**src/rtl/mvu_pkg.sv**
```systemverilog
// Shared types for the MVU APB master: transfer FSM states and the queued
// request record.
package mvu_pkg;

  localparam int APB_ADDR_WIDTH = 16;
  localparam int APB_DATA_WIDTH = 32;

  typedef enum logic [1:0] {
    IDLE   = 2'd0,
    SETUP  = 2'd1,
    ACCESS = 2'd2,
    RESP   = 2'd3
  } apb_mst_state_t;

  typedef struct packed {
    logic                      write;
    logic [APB_ADDR_WIDTH-1:0] addr;
    logic [APB_DATA_WIDTH-1:0] wdata;
  } apb_req_t;

endpackage

```
**src/rtl/mvu_apb_master_if.sv**
```systemverilog
// APB bus between the MVU APB master and the MVU configuration slave.
interface mvu_apb_master_if #(
  parameter int ADDR_WIDTH = mvu_pkg::APB_ADDR_WIDTH,
  parameter int DATA_WIDTH = mvu_pkg::APB_DATA_WIDTH
);
  logic                  psel;
  logic                  penable;
  logic                  pwrite;
  logic [ADDR_WIDTH-1:0] paddr;
  logic [DATA_WIDTH-1:0] pwdata;
  logic [DATA_WIDTH-1:0] prdata;
  logic                  pready;
  logic                  pslverr;

  modport master (
    output psel, penable, pwrite, paddr, pwdata,
    input  prdata, pready, pslverr
  );

  modport slave (
    input  psel, penable, pwrite, paddr, pwdata,
    output prdata, pready, pslverr
  );
endinterface

```
**src/rtl/mvu_apb_req_fifo.sv**
```systemverilog
// Request FIFO for the MVU APB master. Full/empty are registered from the
// next count so req_ready never depends combinationally on the push side.
// The head entry is presented combinationally; the master captures it into
// its APB address/data registers on pop.
module mvu_apb_req_fifo
  import mvu_pkg::*;
#(
  parameter int FIFO_DEPTH = 4
) (
  input  logic                          clk,
  input  logic                          rst_n,
  input  logic                          push,
  input  apb_req_t                      push_data,
  input  logic                          pop,
  output apb_req_t                      pop_data,
  output logic                          full,
  output logic                          empty,
  output logic [$clog2(FIFO_DEPTH+1)-1:0] count
);

  localparam int PTR_W = $clog2(FIFO_DEPTH);
  localparam int CNT_W = $clog2(FIFO_DEPTH+1);

  apb_req_t mem [FIFO_DEPTH];

  logic [PTR_W-1:0]      wr_ptr_reg;
  logic [PTR_W-1:0]      rd_ptr_reg;
  logic [CNT_W-1:0]      count_reg;
  logic [CNT_W-1:0]      count_next;
  logic                  full_reg;
  logic                  empty_reg;
  logic                  push_ok;
  logic                  pop_ok;
  logic [FIFO_DEPTH-1:0] wr_en;

  assign push_ok = push && !full_reg;
  assign pop_ok  = pop && !empty_reg;

  // One-hot write enable per storage slot.
  generate
    for (genvar gi = 0; gi < FIFO_DEPTH; gi++) begin : g_wr_en
      assign wr_en[gi] = push_ok && (wr_ptr_reg == PTR_W'(gi));
    end
  endgenerate

  // Storage write; entries carry no reset since occupancy is tracked by count.
  always_ff @(posedge clk) begin
    for (int i = 0; i < FIFO_DEPTH; i++) begin
      if (wr_en[i]) mem[i] <= push_data;
    end
  end

  // Occupancy after this cycle's push/pop.
  always_comb begin
    count_next = count_reg;
    case ({push_ok, pop_ok})
      2'b10:   count_next = count_reg + CNT_W'(1);
      2'b01:   count_next = count_reg - CNT_W'(1);
      default: count_next = count_reg;
    endcase
  end

  // Pointers, count and registered full/empty flags.
  always_ff @(posedge clk or negedge rst_n) begin
    if (!rst_n) begin
      wr_ptr_reg <= '0;
      rd_ptr_reg <= '0;
      count_reg  <= '0;
      full_reg   <= 1'b0;
      empty_reg  <= 1'b1;
    end else begin
      if (push_ok) wr_ptr_reg <= wr_ptr_reg + PTR_W'(1);
      if (pop_ok)  rd_ptr_reg <= rd_ptr_reg + PTR_W'(1);
      count_reg <= count_next;
      full_reg  <= (count_next == CNT_W'(FIFO_DEPTH));
      empty_reg <= (count_next == '0);
    end
  end

  assign pop_data = mem[rd_ptr_reg];
  assign full     = full_reg;
  assign empty    = empty_reg;
  assign count    = count_reg;

endmodule

```
**src/rtl/mvu_apb_master.sv**
```systemverilog
// MVU APB master: queues CSR requests and runs each as one APB SETUP/ACCESS
// transfer, returning one response per request.
// Optional build macro MVU_APB_TIMEOUT_EN bounds the ACCESS wait to TIMEOUT
// cycles and reports an error response when it expires.
module mvu_apb_master
  import mvu_pkg::*;
#(
  parameter int APB_ADDR_WIDTH = mvu_pkg::APB_ADDR_WIDTH,
  parameter int APB_DATA_WIDTH = 32,
  parameter int FIFO_DEPTH     = 4,
  parameter int TIMEOUT        = 256
) (
  input  logic                      clk,
  input  logic                      rst_n,
  input  logic                      req_valid,
  output logic                      req_ready,
  input  logic                      req_write,
  input  logic [APB_ADDR_WIDTH-1:0] req_addr,
  input  logic [APB_DATA_WIDTH-1:0] req_wdata,
  output logic                      rsp_valid,
  input  logic                      rsp_ready,
  output logic [APB_DATA_WIDTH-1:0] rsp_rdata,
  output logic                      rsp_err,
  output logic                      busy,
  mvu_apb_master_if.master          apb
);

  localparam int CNT_W = $clog2(FIFO_DEPTH+1);

  apb_mst_state_t            state_reg;
  logic                      psel_reg;
  logic                      penable_reg;
  logic                      pwrite_reg;
  logic [APB_ADDR_WIDTH-1:0] paddr_reg;
  logic [APB_DATA_WIDTH-1:0] pwdata_reg;
  logic                      rsp_valid_reg;
  logic [APB_DATA_WIDTH-1:0] rsp_rdata_reg;
  logic                      rsp_err_reg;

  apb_req_t                  push_data;
  apb_req_t                  head;
  logic                      push;
  logic                      pop;
  logic                      fifo_full;
  logic                      fifo_empty;
  logic [CNT_W-1:0]          fifo_count;

`ifdef MVU_APB_TIMEOUT_EN
  localparam int TMO_W = $clog2(TIMEOUT+1);
  localparam logic [TMO_W-1:0] TMO_LAST = TMO_W'(TIMEOUT-1);
  logic [TMO_W-1:0] tmo_cnt_reg;
`endif

  assign req_ready = !fifo_full;
  assign push      = req_valid && req_ready;

  // Pack the incoming request for the FIFO.
  always_comb begin
    push_data       = '0;
    push_data.write = req_write;
    push_data.addr  = req_addr;
    push_data.wdata = req_wdata;
  end

  mvu_apb_req_fifo #(
    .FIFO_DEPTH(FIFO_DEPTH)
  ) u_req_fifo (
    .clk       (clk),
    .rst_n     (rst_n),
    .push      (push),
    .push_data (push_data),
    .pop       (pop),
    .pop_data  (head),
    .full      (fifo_full),
    .empty     (fifo_empty),
    .count     (fifo_count)
  );

  // Pop whenever the FSM is about to start a new SETUP phase.
  always_comb begin
    pop = 1'b0;
    case (state_reg)
      IDLE:    pop = !fifo_empty;
      RESP:    pop = rsp_ready && !fifo_empty;
      default: pop = 1'b0;
    endcase
  end

  // Transfer FSM with registered APB controls and response outputs.
  always_ff @(posedge clk or negedge rst_n) begin
    if (!rst_n) begin
      state_reg     <= IDLE;
      psel_reg      <= 1'b0;
      penable_reg   <= 1'b0;
      pwrite_reg    <= 1'b0;
      paddr_reg     <= '0;
      pwdata_reg    <= '0;
      rsp_valid_reg <= 1'b0;
      rsp_rdata_reg <= '0;
      rsp_err_reg   <= 1'b0;
`ifdef MVU_APB_TIMEOUT_EN
      tmo_cnt_reg   <= '0;
`endif
    end else begin
      // The popped head is held in the APB registers until the next pop,
      // which keeps paddr/pwrite/pwdata stable through SETUP and ACCESS.
      if (pop) begin
        pwrite_reg <= head.write;
        paddr_reg  <= head.addr;
        pwdata_reg <= head.wdata;
`ifdef MVU_APB_TIMEOUT_EN
        tmo_cnt_reg <= '0;
`endif
      end

      case (state_reg)
        IDLE: begin
          if (!fifo_empty) begin
            state_reg   <= SETUP;
            psel_reg    <= 1'b1;
            penable_reg <= 1'b0;
          end
        end

        SETUP: begin
          state_reg   <= ACCESS;
          penable_reg <= 1'b1;
        end

        ACCESS: begin
          if (apb.pready) begin
            state_reg     <= RESP;
            psel_reg      <= 1'b0;
            penable_reg   <= 1'b0;
            rsp_valid_reg <= 1'b1;
            rsp_rdata_reg <= pwrite_reg ? '0 : apb.prdata;
            rsp_err_reg   <= apb.pslverr;
          end
`ifdef MVU_APB_TIMEOUT_EN
          else if (tmo_cnt_reg == TMO_LAST) begin
            state_reg     <= RESP;
            psel_reg      <= 1'b0;
            penable_reg   <= 1'b0;
            rsp_valid_reg <= 1'b1;
            rsp_rdata_reg <= '0;
            rsp_err_reg   <= 1'b1;
          end else begin
            tmo_cnt_reg <= tmo_cnt_reg + TMO_W'(1);
          end
`endif
        end

        RESP: begin
          if (rsp_ready) begin
            rsp_valid_reg <= 1'b0;
            if (!fifo_empty) begin
              state_reg   <= SETUP;
              psel_reg    <= 1'b1;
              penable_reg <= 1'b0;
            end else begin
              state_reg <= IDLE;
            end
          end
        end

        default: state_reg <= IDLE;
      endcase
    end
  end

  assign apb.psel    = psel_reg;
  assign apb.penable = penable_reg;
  assign apb.pwrite  = pwrite_reg;
  assign apb.paddr   = paddr_reg;
  assign apb.pwdata  = pwdata_reg;

  assign rsp_valid = rsp_valid_reg;
  assign rsp_rdata = rsp_rdata_reg;
  assign rsp_err   = rsp_err_reg;
  assign busy      = (state_reg != IDLE) || (fifo_count != '0);

endmodule

```
**src/flat_wrapper.sv**
```systemverilog
// flat-port wrapper written by rule: the top's interface ports become plain ports
module mvu_apb_master_flat import mvu_pkg::*;
#(
  parameter int APB_ADDR_WIDTH = mvu_pkg::APB_ADDR_WIDTH,
  parameter int APB_DATA_WIDTH = 32,
  parameter int FIFO_DEPTH     = 4,
  parameter int TIMEOUT        = 256
)
  (clk, rst_n, req_valid, req_ready, req_write, req_addr, req_wdata, rsp_valid, rsp_ready, rsp_rdata, rsp_err, busy, apb_psel, apb_penable, apb_pwrite, apb_paddr, apb_pwdata, apb_prdata, apb_pready, apb_pslverr);
  mvu_apb_master_if #(.ADDR_WIDTH((16)), .DATA_WIDTH((32))) apb_i ();
  input  logic clk;
  input  logic rst_n;
  input  logic req_valid;
  output logic req_ready;
  input  logic req_write;
  input  logic [APB_ADDR_WIDTH-1:0] req_addr;
  input  logic [APB_DATA_WIDTH-1:0] req_wdata;
  output logic rsp_valid;
  input  logic rsp_ready;
  output logic [APB_DATA_WIDTH-1:0] rsp_rdata;
  output logic rsp_err;
  output logic busy;
  output wire logic [$bits(apb_i.psel)-1:0] apb_psel;
  output wire logic [$bits(apb_i.penable)-1:0] apb_penable;
  output wire logic [$bits(apb_i.pwrite)-1:0] apb_pwrite;
  output wire logic [$bits(apb_i.paddr)-1:0] apb_paddr;
  output wire logic [$bits(apb_i.pwdata)-1:0] apb_pwdata;
  input wire logic [$bits(apb_i.prdata)-1:0] apb_prdata;
  input wire logic [$bits(apb_i.pready)-1:0] apb_pready;
  input wire logic [$bits(apb_i.pslverr)-1:0] apb_pslverr;
  assign apb_psel = apb_i.psel;
  assign apb_penable = apb_i.penable;
  assign apb_pwrite = apb_i.pwrite;
  assign apb_paddr = apb_i.paddr;
  assign apb_pwdata = apb_i.pwdata;
  assign apb_i.prdata = apb_prdata;
  assign apb_i.pready = apb_pready;
  assign apb_i.pslverr = apb_pslverr;
  mvu_apb_master #(.APB_ADDR_WIDTH(APB_ADDR_WIDTH), .APB_DATA_WIDTH(APB_DATA_WIDTH), .FIFO_DEPTH(FIFO_DEPTH), .TIMEOUT(TIMEOUT)) u_core (.clk(clk), .rst_n(rst_n), .req_valid(req_valid), .req_ready(req_ready), .req_write(req_write), .req_addr(req_addr), .req_wdata(req_wdata), .rsp_valid(rsp_valid), .rsp_ready(rsp_ready), .rsp_rdata(rsp_rdata), .rsp_err(rsp_err), .busy(busy), .apb(apb_i));
endmodule
```
**config.mk**
```make
export PLATFORM = sky130hd
export DESIGN_NAME = mvu_apb_master_flat
export DESIGN_NICKNAME = d
export VERILOG_FILES = /design/src/rtl/mvu_pkg.sv /design/src/rtl/mvu_apb_master_if.sv /design/src/rtl/mvu_apb_req_fifo.sv /design/src/rtl/mvu_apb_master.sv /design/src/flat_wrapper.sv
export SDC_FILE = /design/constraint.sdc
export NUM_CORES = 1
export LEC_CHECK = 0
export BUFFER_PORTS_ARGS = -buffer_cell sky130_fd_sc_hd__buf_2
export CAP_MARGIN = 20
export CELL_PAD_IN_SITES_DETAIL_PLACEMENT = 1
export CELL_PAD_IN_SITES_GLOBAL_PLACEMENT = 1
export CORE_MARGIN = 4
export CORE_UTILIZATION = 50
export CTS_BUF_LIST = sky130_fd_sc_hd__clkbuf_4
export CTS_CLUSTER_SIZE = 20
export DETAILED_ROUTE_END_ITERATION = 7
export PLACE_DENSITY = 0.78
export SLEW_MARGIN = 20
export SYNTH_ARGS = -nofsm -noshare
export SYNTH_HDL_FRONTEND = slang
export SYNTH_SLANG_ARGS = --single-unit
export TNS_END_PERCENT = 50
```
**constraint.sdc**
```tcl
create_clock -name clk -period 5.1 [get_ports clk]
set_input_delay 1.53 -clock clk [delete_from_list [all_inputs] [get_ports clk]]
set_output_delay 1.53 -clock clk [all_outputs]
set_load 0.01 [all_outputs]
```
==> flow_metrics.py, run 1 <==
metrics = {
    "sta": {
        "hold_slack_ps": 477,
        "drv_slew": 0,
        "clock_skew_ps": 48.1,
        "slew_headroom": 0.329,
        "setup_viol_count_final": 0,
        "worstMarginPinSlew_ps": 1010,
        "finalHoldViolations": 0,
        "fmax_mhz": 268,
        "tns_ps": 0,
        "period_share": 0.730,
        "period_needed_ps": 3720,
        "rsz0062_at_grt": "false",
    },
    "grt": {
        "grt_pass1_wl_um": 38800,
        "grt.overflow.total": 0,
        "antenna_found_initial": 6,
        "grt_usage": 0.203,
        "grt_max_degree": 68,
        "grt_pass1_vias": 7010,
    },
    "synth": {
        "synth_area_um2": 11300,
        "synthCells": 581,
        "syn-mean-instance-area_um2": 19.4,
        "syn_nets": 679,
        "yosys_warnings": 0,
        "yosysSeqAreaShare": 0.735,
        "synth_cell_types": 38,
        "yosys_register_bits": 292,
    },
    "cells_and_area": {
        "fin_nets": 910,
        "area_growth_pct": 19.4,
        "largest_reg_flops": 196,
        "drive_gt1_frac": 0.481,
    },
    "detailed_routing": {
        "drt_iter0_drc": 314,
        "vias": 6138,
        "dr_wl_met3_um": 1670,
        "wl_met1_um": 9850,
        "wl_um": 24400,
        "dr.pass1.iters": 4,
        "via_per_inst": 5.32,
        "routedWlPerCell_um": 21.2,
        "ant_nets": 0,
        "drc_errors": 0,
        "top_layer_used": "met5",
        "route.met2.wl_um": 12400,
    },
    "clock_tree": {
        "cts-hold-fix-buffers": 0,
        "cts_setup_buffers": 0,
        "cts_resized": 0,
        "cts_max_level": 3,
        "clockRootBuffer": "clkbuf_4",
        "cts.sinks": 292,
        "cts_max_path_buffers": 3,
        "insertion_delay_ps": 680,
        "cts_tree": "built",
        "clk_pin_slew_ps": 60,
        "cts_made_buffers": 74,
    },
    "power_and_ir_drop": {
        "switching_share": 0.309,
        "total_power_uw": 8470,
        "p_int_uw": 5850,
        "power.density_nw_per_um2": 629,
        "max-vdd-ir-drop_mv": 0.289,
        "p_leak_uw": 0.00544,
        "combinationalPowerShare": 0.321,
        "power_frac_clock": 0.248,
        "seq_power_share": 0.431,
        "p_switching_uw": 2620,
    },
    "floorplanning": {
        "die_x_um": 158,
        "die_y_um": 158,
        "initial_utilization": 0.512,
        "io_pins": 174,
        "design.core.area_um2": 22000,
        "dieArea_um2": 25000,
        "row_count": 54,
    },
    "placement": {
        "dp_hpwl_um": 15300,
        "io_buffers": 173,
        "place.gp.congestion": 0.789,
    },
    "hold_path": {
        "min_from": "u_core.rsp_rdata[27]",
        "hold_path_class": "flop to flop",
    },
    "critical_path": {
        "slowest_delay_ps": 610,
        "crit_fanout": 5,
        "cp-startpoint": "u_core.state_reg[0]",
        "cp_slowest_cell": "or4b_2",
        "path_buf_inv": 2,
        "cp.arrival_ps": 2190,
        "path_cells": "inv_1, ha_1, or4b_2, buf_2",
        "cp-end-kind": "output pin",
        "reg2reg_from": "u_core.state_reg[0]",
        "cp-start-kind": "flop",
        "crit_family": "simple AND/OR/NAND/NOR gates",
        "crit_type": "flop to output pin",
        "worst_ep_required_time_ps": 3570,
    },
    "outcome": {
        "outcome": "finished clean",
    },
    "job": {
        "cap_violations": 0,
    },
}
==> cells in the mapped netlist, drive strengths merged <==
cell / instances / area [um2]
dfrtp: 95 / 2380
nand3: 2 / 10.0
mux4: 49 / 1110
or2: 1 / 6.26
dfstp: 1 / 26.3
and2: 4 / 25.0
o21a: 1 / 7.51
a31oi: 2 / 12.5
nand2b: 35 / 219
a2bb2oi: 1 / 8.76
o2111ai: 1 / 8.76
xnor2: 2 / 17.5
inv: 12 / 45.0
a21oi: 4 / 20.0
o21ba: 1 / 10.0
or4b: 1 / 10.0
ha: 10 / 125
nor2b: 2 / 12.5
edfxtp: 196 / 5890
nor3b: 1 / 7.51
fa: 1 / 20.0
nor3: 3 / 20.0
a211o: 1 / 8.76
clkbuf: 14 / 52.6
buf: 14 / 119
o2bb2ai: 2 / 17.5
a41o: 1 / 10.0
xor2: 3 / 26.3
mux2: 51 / 754
o21ai: 33 / 165
nand2: 36 / 135
nor4b: 1 / 8.76
==> layout make-up <==
| cell class | instances | area, um2 |
|---|---|---|
| timing repair buffer | 183 | 956 |
| clock inverter | 15 | 114 |
| antenna | 1 | 2.50 |
| inverter | 12 | 45.0 |
| multi-input combinational | 249 | 2790 |
| tap | 280 | 350 |
| fill | 2030 | 8560 |
| sequential | 292 | 8290 |
| clock buffer | 122 | 916 |
==> worst paths after layout <==
| check | end | slack [ps] | cells after the start |
|---|---|---|---|
| worst max-delay path | busy | 1380 | 4 |
| worst min-delay path | u_core.rsp_rdata[27] | 480 | 2 |
| worst max register to register | u_core.u_req_fifo.count[2] | 2490 | 9 |
| worst min register to register | u_core.rsp_rdata[27] | 480 | 2 |
| max in group asynchronous | u_core.rsp_rdata[14] | 3110 | 2 |
| min in group asynchronous | u_core.u_req_fifo.count[0] | 1000 | 1 |
==> power by group through the flow <==
stage | sequential (uW) | clock (uW) | combinational (uW)
2_1_floorplan | 3680 | 0 | 1860
3_3_place_gp | 3710 | 0 | 2560
3_5_place_dp | 3770 | 0 | 2680
4_1_cts | 3730 | 2180 | 2690
5_1_grt | 3730 | 2330 | 2960
6_report | 3650 | 2100 | 2720
==> per-stage QoR <==
step	cells	area, um2	utilization	setup slack [ps]
floorplan	581	11300	-	1570
global route	1153	13500	0.611	1270
detailed placement	1015	12400	0.563	1470
finish	1154	13500	0.611	1380
global placement	1015	12400	0.563	1590
CTS	1152	13400	0.610	1310
==> per-layer routing <==
metal  track usage  vias to the layer above
met2         0.345                      235
met3        0.0621                       53
met5             0                        -
met1         0.249                     3119
met4        0.0731                       10
li1              -                     2721
==> worst register-to-register path, delay by kind of cell (launching register included) <==
| kind | cells | cell delay [ps] |
|---|---|---|
| buffers and inverters | 2 | 180 |
| adder cells (fa/ha/maj) | 3 | 1040 |
| flip-flops | 1 | 380 |
| AO/OA/AOI/OAI | 1 | 200 |
| AND/OR/NAND/NOR | 2 | 520 |
| XOR/XNOR | 1 | 170 |
==> cell usage in the layout, fill, tap and decap left out, drive strengths merged <==
cell / Yosys / layout
dfrtp: 95 / 95
clkinvlp: 0 / 1
a2bb2oi: 1 / 1
xnor2: 2 / 2
dfstp: 1 / 1
nor3b: 1 / 1
fa: 1 / 1
nand2b: 35 / 35
ha: 10 / 10
mux4: 49 / 49
o21a: 1 / 1
o21ba: 1 / 1
o21ai: 33 / 33
clkbuf: 14 / 122
and2: 4 / 4
nor4b: 1 / 1
nor2b: 2 / 2
a31oi: 2 / 2
diode: 0 / 1
nand3: 2 / 2
clkinv: 0 / 11
mux2: 51 / 51
nor3: 3 / 3
a211o: 1 / 1
nand2: 36 / 36
a21oi: 4 / 4
inv: 12 / 13
xor2: 3 / 3
buf: 14 / 183
o2111ai: 1 / 1
o2bb2ai: 2 / 2
bufinv: 0 / 2
edfxtp: 196 / 196
a41o: 1 / 1
or4b: 1 / 1
or2: 1 / 1
==> kinds of logic after synthesis <==
kind of cell    count (synthesis)  synth area share
simple gates                   86            0.0403
flops                         292             0.735
fa+ha+maj                      11            0.0129
xor+xnor                        5           0.00388
buf+inv                        40            0.0192
mux                           100             0.165
compound gates                 47            0.0239
Power figures use the tool's default switching activity.
==> inputs of run 2 (changes only) <==
==> constraint.sdc (replaced) <==
create_clock -name clk -period 3.65 [get_ports clk]
set_input_delay 1.095 -clock clk [delete_from_list [all_inputs] [get_ports clk]]
set_output_delay 1.095 -clock clk [all_outputs]
set_load 0.01 [all_outputs]
==> flow_metrics.py, run 2 (synthesis results as in run 1) <==
metrics = {
    "outcome": {
        "outcome": "finished clean",
    },
    "grt": {
        "grt_pass1_vias": 7015,
        "grt_usage": 0.197,
        "grt_max_degree": 66,
        "grt_pass1_wl_um": 37700,
        "antenna_found_initial": 6,
        "grt.overflow.total": 0,
    },
    "sta": {
        "worstMarginPinSlew_ps": 1060,
        "clock_skew_ps": 46.9,
        "setup_viol_count_final": 0,
        "period_share": 0.893,
        "period_needed_ps": 3260,
        "fmax_mhz": 307,
        "slew_headroom": 0.291,
        "finalHoldViolations": 0,
        "worst_slack_ps": 392,
        "drv_slew": 0,
        "tns_ps": 0,
        "rsz0062_at_grt": "false",
    },
    "clock_tree": {
        "clk_pin_slew_ps": 60,
        "cts-hold-fix-buffers": 0,
        "cts_tree": "built",
        "insertion_delay_ps": 650,
        "cts_made_buffers": 75,
        "clockRootBuffer": "clkbuf_4",
        "cts_setup_buffers": 0,
        "cts_resized": 0,
        "cts_max_level": 3,
        "cts_max_path_buffers": 3,
        "cts.sinks": 292,
    },
    "power_and_ir_drop": {
        "p_switching_uw": 3640,
        "p_leak_uw": 0.00546,
        "combinationalPowerShare": 0.314,
        "max-vdd-ir-drop_mv": 0.463,
        "p_int_uw": 8220,
        "seq_power_share": 0.438,
        "power_frac_clock": 0.248,
        "power.density_nw_per_um2": 876,
        "switching_share": 0.307,
    },
    "critical_path": {
        "cp-start-kind": "flop",
        "cp-startpoint": "u_core.state_reg[0]",
        "worst_ep_required_time_ps": 2550,
        "crit_type": "flop to output pin",
        "cp-end-kind": "output pin",
        "reg2reg_from": "u_core.state_reg[0]",
        "crit_end": "busy",
        "cp.arrival_ps": 2160,
        "timing.rr.end": "u_core.u_req_fifo.count[2]",
        "rrSetupSlack_ps": 1060,
        "crit_fanout": 5,
        "r2r_cells": 9,
    },
    "floorplanning": {
        "die_y_um": 158,
        "design.core.area_um2": 22000,
        "io_pins": 174,
        "row_count": 54,
        "dieArea_um2": 25000,
        "die_x_um": 158,
        "initial_utilization": 0.512,
    },
    "job": {
        "cap_violations": 0,
    },
    "cells_and_area": {
        "layout_commonest_cell": "edfxtp_1",
        "drive_gt1_frac": 0.482,
        "fin_util": 0.615,
        "layout_common_cells": "edfxtp_1, buf_2, clkbuf_4",
        "area_growth_pct": 20.0,
        "largest_reg_flops": 196,
        "fin_nets": 912,
    },
    "placement": {
        "dpl_worst_slack_ps": 650,
        "dp_hpwl_um": 14700,
        "place.gp.congestion": 0.858,
        "io_buffers": 173,
    },
    "detailed_routing": {
        "drc_errors": 0,
        "dr.pass1.iters": 4,
        "wl_um": 24000,
        "drt_iter0_drc": 340,
        "routedWlPerCell_um": 20.7,
        "ant_nets": 0,
        "vias": 6104,
        "via_per_inst": 5.27,
    },
    "hold_path": {
        "hold_path_class": "flop to flop",
    },
}
-- run 2: cell types whose count changed in the layout (fill, tap and decap cells not counted), sizes merged --
| cell | delta |
|---|---|
| buf | +1 |
| clkbuf | +2 |
| clkinv | -1 |
| diode | +2 |
-- run 2: layer usage --
layer | share of wire | global-route usage
met4 | 0.019 | 0.0695
met3 | 0.077 | 0.0552
met2 | 0.52 | 0.343
met1 | 0.39 | 0.235
met5 | 0.0012 | 0
-- run 2: layout make-up --
cell class                      count  area (um2)
Fill cell                        2026        8490
Multi-Input combinational cell    249        2790
Clock inverter                     14         109
Inverter                           12        45.0
Antenna cell                        3        7.51
Sequential cell                   292        8290
Timing Repair Buffer              184        1010
Tap cell                          280         350
Clock buffer                      124         931
-- run 2: per-stage QoR --
stage                     instances  hold WS, ps  power, uW  cell area [um2]
final                          1158          474      11900            13500
after global routing           1158          504      12600            13500
after CTS                      1155          479      12100            13500
after detailed placement       1017          465       9060            12500
after global placement         1017          457       8800            12500
after floorplan                 581          500       7740            11300
-- run 2: critical path, stage by stage (launching register included) --
cell	delay, ps
dfrtp_1	400
inv_1	150
ha_1	230
or4b_2	600
buf_2	160
-- run 2: how the worst min path moves through the flow --
stage | slack (ps) | to | cells past startpoint | start
2_1_floorplan | 500 | u_core.u_req_fifo.count[0] | 1 | u_core.u_req_fifo.count[0]
3_3_place_gp | 460 | u_core.rsp_rdata[2] | 2 | u_core.rsp_rdata[2]
3_5_place_dp | 470 | u_core.rsp_rdata[22] | 2 | u_core.rsp_rdata[22]
4_1_cts | 480 | u_core.rsp_rdata[22] | 2 | u_core.rsp_rdata[22]
5_1_grt | 500 | u_core.rsp_rdata[22] | 2 | u_core.rsp_rdata[22]
6_report | 470 | u_core.rsp_rdata[22] | 2 | u_core.rsp_rdata[22]
-- run 2: power by group through the flow --
stage | Clock, uW | Sequential, uW | Combinational, uW
2_1_floorplan | 0 | 5150 | 2590
3_3_place_gp | 0 | 5190 | 3610
3_5_place_dp | 0 | 5270 | 3790
4_1_cts | 3060 | 5220 | 3800
5_1_grt | 3250 | 5320 | 4040
6_report | 2940 | 5200 | 3720
==> inputs of run 3 (changes only) <==
--- a/config.mk
+++ b/config.mk
@@ -8,14 +8,14 @@
 export BUFFER_PORTS_ARGS = -buffer_cell sky130_fd_sc_hd__buf_2
 export CAP_MARGIN = 20
 export CELL_PAD_IN_SITES_DETAIL_PLACEMENT = 1
-export CELL_PAD_IN_SITES_GLOBAL_PLACEMENT = 1
+export CELL_PAD_IN_SITES_GLOBAL_PLACEMENT = 2
 export CORE_MARGIN = 4
-export CORE_UTILIZATION = 50
+export CORE_UTILIZATION = 31
 export CTS_BUF_LIST = sky130_fd_sc_hd__clkbuf_4
 export CTS_CLUSTER_SIZE = 20
 export DETAILED_ROUTE_END_ITERATION = 7
-export PLACE_DENSITY = 0.78
-export SLEW_MARGIN = 20
+export PLACE_DENSITY = 0.57
+export SLEW_MARGIN = 0
 export SYNTH_ARGS = -nofsm -noshare
 export SYNTH_HDL_FRONTEND = slang
 export SYNTH_SLANG_ARGS = --single-unit
==> flow_metrics.py, run 3 (synthesis results as in run 1) <==
metrics = {
    "outcome": {
        "outcome": "finished clean",
    },
    "grt": {
        "grt.overflow.total": 0,
        "grt_pass1_wl_um": 41100,
        "grt_max_degree": 51,
        "grt_usage": 0.137,
        "grt_pass1_vias": 7096,
        "antenna_found_initial": 2,
    },
    "critical_path": {
        "cp-startpoint": "u_core.state_reg[0]",
        "crit_fanout": 5,
        "cp-start-kind": "flop",
        "rrSetupSlack_ps": 1040,
        "worst_ep_required_time_ps": 2550,
        "timing.rr.end": "u_core.u_req_fifo.count[2]",
        "r2r_cells": 9,
        "cp-end-kind": "output pin",
        "crit_type": "flop to output pin",
        "reg2reg_from": "u_core.state_reg[0]",
        "cp.arrival_ps": 2270,
    },
    "sta": {
        "clock_skew_ps": 42.7,
        "rsz0062_at_grt": "false",
        "worstMarginPinSlew_ps": 925,
        "period_needed_ps": 3370,
        "fmax_mhz": 297,
        "slew_headroom": 0.384,
        "drv_slew": 0,
        "hold_slack_ps": 410,
        "tns_ps": 0,
        "finalHoldViolations": 0,
        "period_share": 0.923,
        "setup_viol_count_final": 0,
    },
    "detailed_routing": {
        "drc_errors": 0,
        "via_per_inst": 4.57,
        "vias": 6194,
        "dr.pass1.iters": 4,
        "drt_iter0_drc": 216,
        "routedWlPerCell_um": 19.9,
        "ant_nets": 0,
        "wl_um": 27000,
    },
    "clock_tree": {
        "cts_max_level": 3,
        "cts_tree": "built",
        "clockRootBuffer": "clkbuf_4",
        "cts_max_path_buffers": 3,
        "insertion_delay_ps": 730,
        "cts_made_buffers": 82,
        "cts.sinks": 292,
        "cts-hold-fix-buffers": 0,
        "cts_setup_buffers": 0,
        "clk_pin_slew_ps": 70,
        "cts_resized": 0,
    },
    "placement": {
        "dp_hpwl_um": 16000,
        "io_buffers": 173,
        "place.gp.congestion": 0.761,
    },
    "floorplanning": {
        "initial_utilization": 0.316,
        "dieArea_um2": 39500,
        "design.core.area_um2": 35700,
        "row_count": 69,
        "die_y_um": 199,
        "io_pins": 174,
        "die_x_um": 199,
    },
    "cells_and_area": {
        "drive_gt1_frac": 0.488,
        "layout_common_cells": "edfxtp_1, buf_2, clkbuf_4",
        "largest_reg_flops": 196,
        "fin_nets": 923,
        "layout_commonest_cell": "edfxtp_1",
        "nFillCells": 3661,
        "area_growth_pct": 22.8,
    },
    "power_and_ir_drop": {
        "power.density_nw_per_um2": 870,
        "switching_share": 0.318,
        "p_switching_uw": 3820,
        "max-vdd-ir-drop_mv": 0.297,
        "total_power_uw": 12000,
        "power_frac_clock": 0.252,
        "p_leak_uw": 0.00551,
        "combinationalPowerShare": 0.322,
        "seq_power_share": 0.426,
        "p_int_uw": 8220,
    },
    "hold_path": {
        "hold_path_class": "primary input to asynchronous set/reset pin",
    },
    "job": {
        "cap_violations": 0,
    },
}
run 3: through the flow:
step	util	setup WS (ps)	cells	instance area, um2
2_1_floorplan	-	558	581	11300
3_3_place_gp	0.356	638	1201	12700
3_5_place_dp	0.356	618	1201	12700
4_1_cts	0.387	148	1353	13800
5_1_grt	0.387	134	1355	13800
6_report	0.387	281	1356	13800
run 3: power by group through the flow:
stage | registers [uW] | clock network [uW] | logic (uW)
finish | 5130 | 3040 | 3880
global route | 5250 | 3400 | 4220
global placement | 5160 | 0 | 3850
CTS | 5160 | 3210 | 3980
detailed placement | 5210 | 0 | 3970
floorplan | 5150 | 0 | 2590
run 3: worst max-delay path, stage by stage (launching register included):
cell     delay (ps)
dfrtp_1         410
inv_1           160
ha_1            220
or4b_2          630
buf_2           170
run 3: layout make-up:
type                       count  area [um2]  share of cell area
inverter                      12        45.0             0.00325
clock buffer                 125         938              0.0678
multi-input combinational    249        2790               0.201
sequential                   292        8290               0.599
clock inverter                27         149              0.0108
timing repair buffer         188        1050              0.0759
tap                          461         577              0.0417
antenna                        2        5.00            0.000361
run 3: layer usage:
layer	track usage	wire, um
met1	0.172	11700
met2	0.221	12900
met3	0.0457	1790
met4	0.0522	520
met5	0	20
run 3: worst max path at each step:
stage / end / slack, ps / cells past startpoint
3_5_place_dp: u_core.u_req_fifo.count[2] / 620 / 10
4_1_cts: busy / 150 / 4
5_1_grt: busy / 130 / 4
2_1_floorplan: u_core.u_req_fifo.count[2] / 560 / 9
3_3_place_gp: u_core.u_req_fifo.count[2] / 640 / 10
6_report: busy / 280 / 4
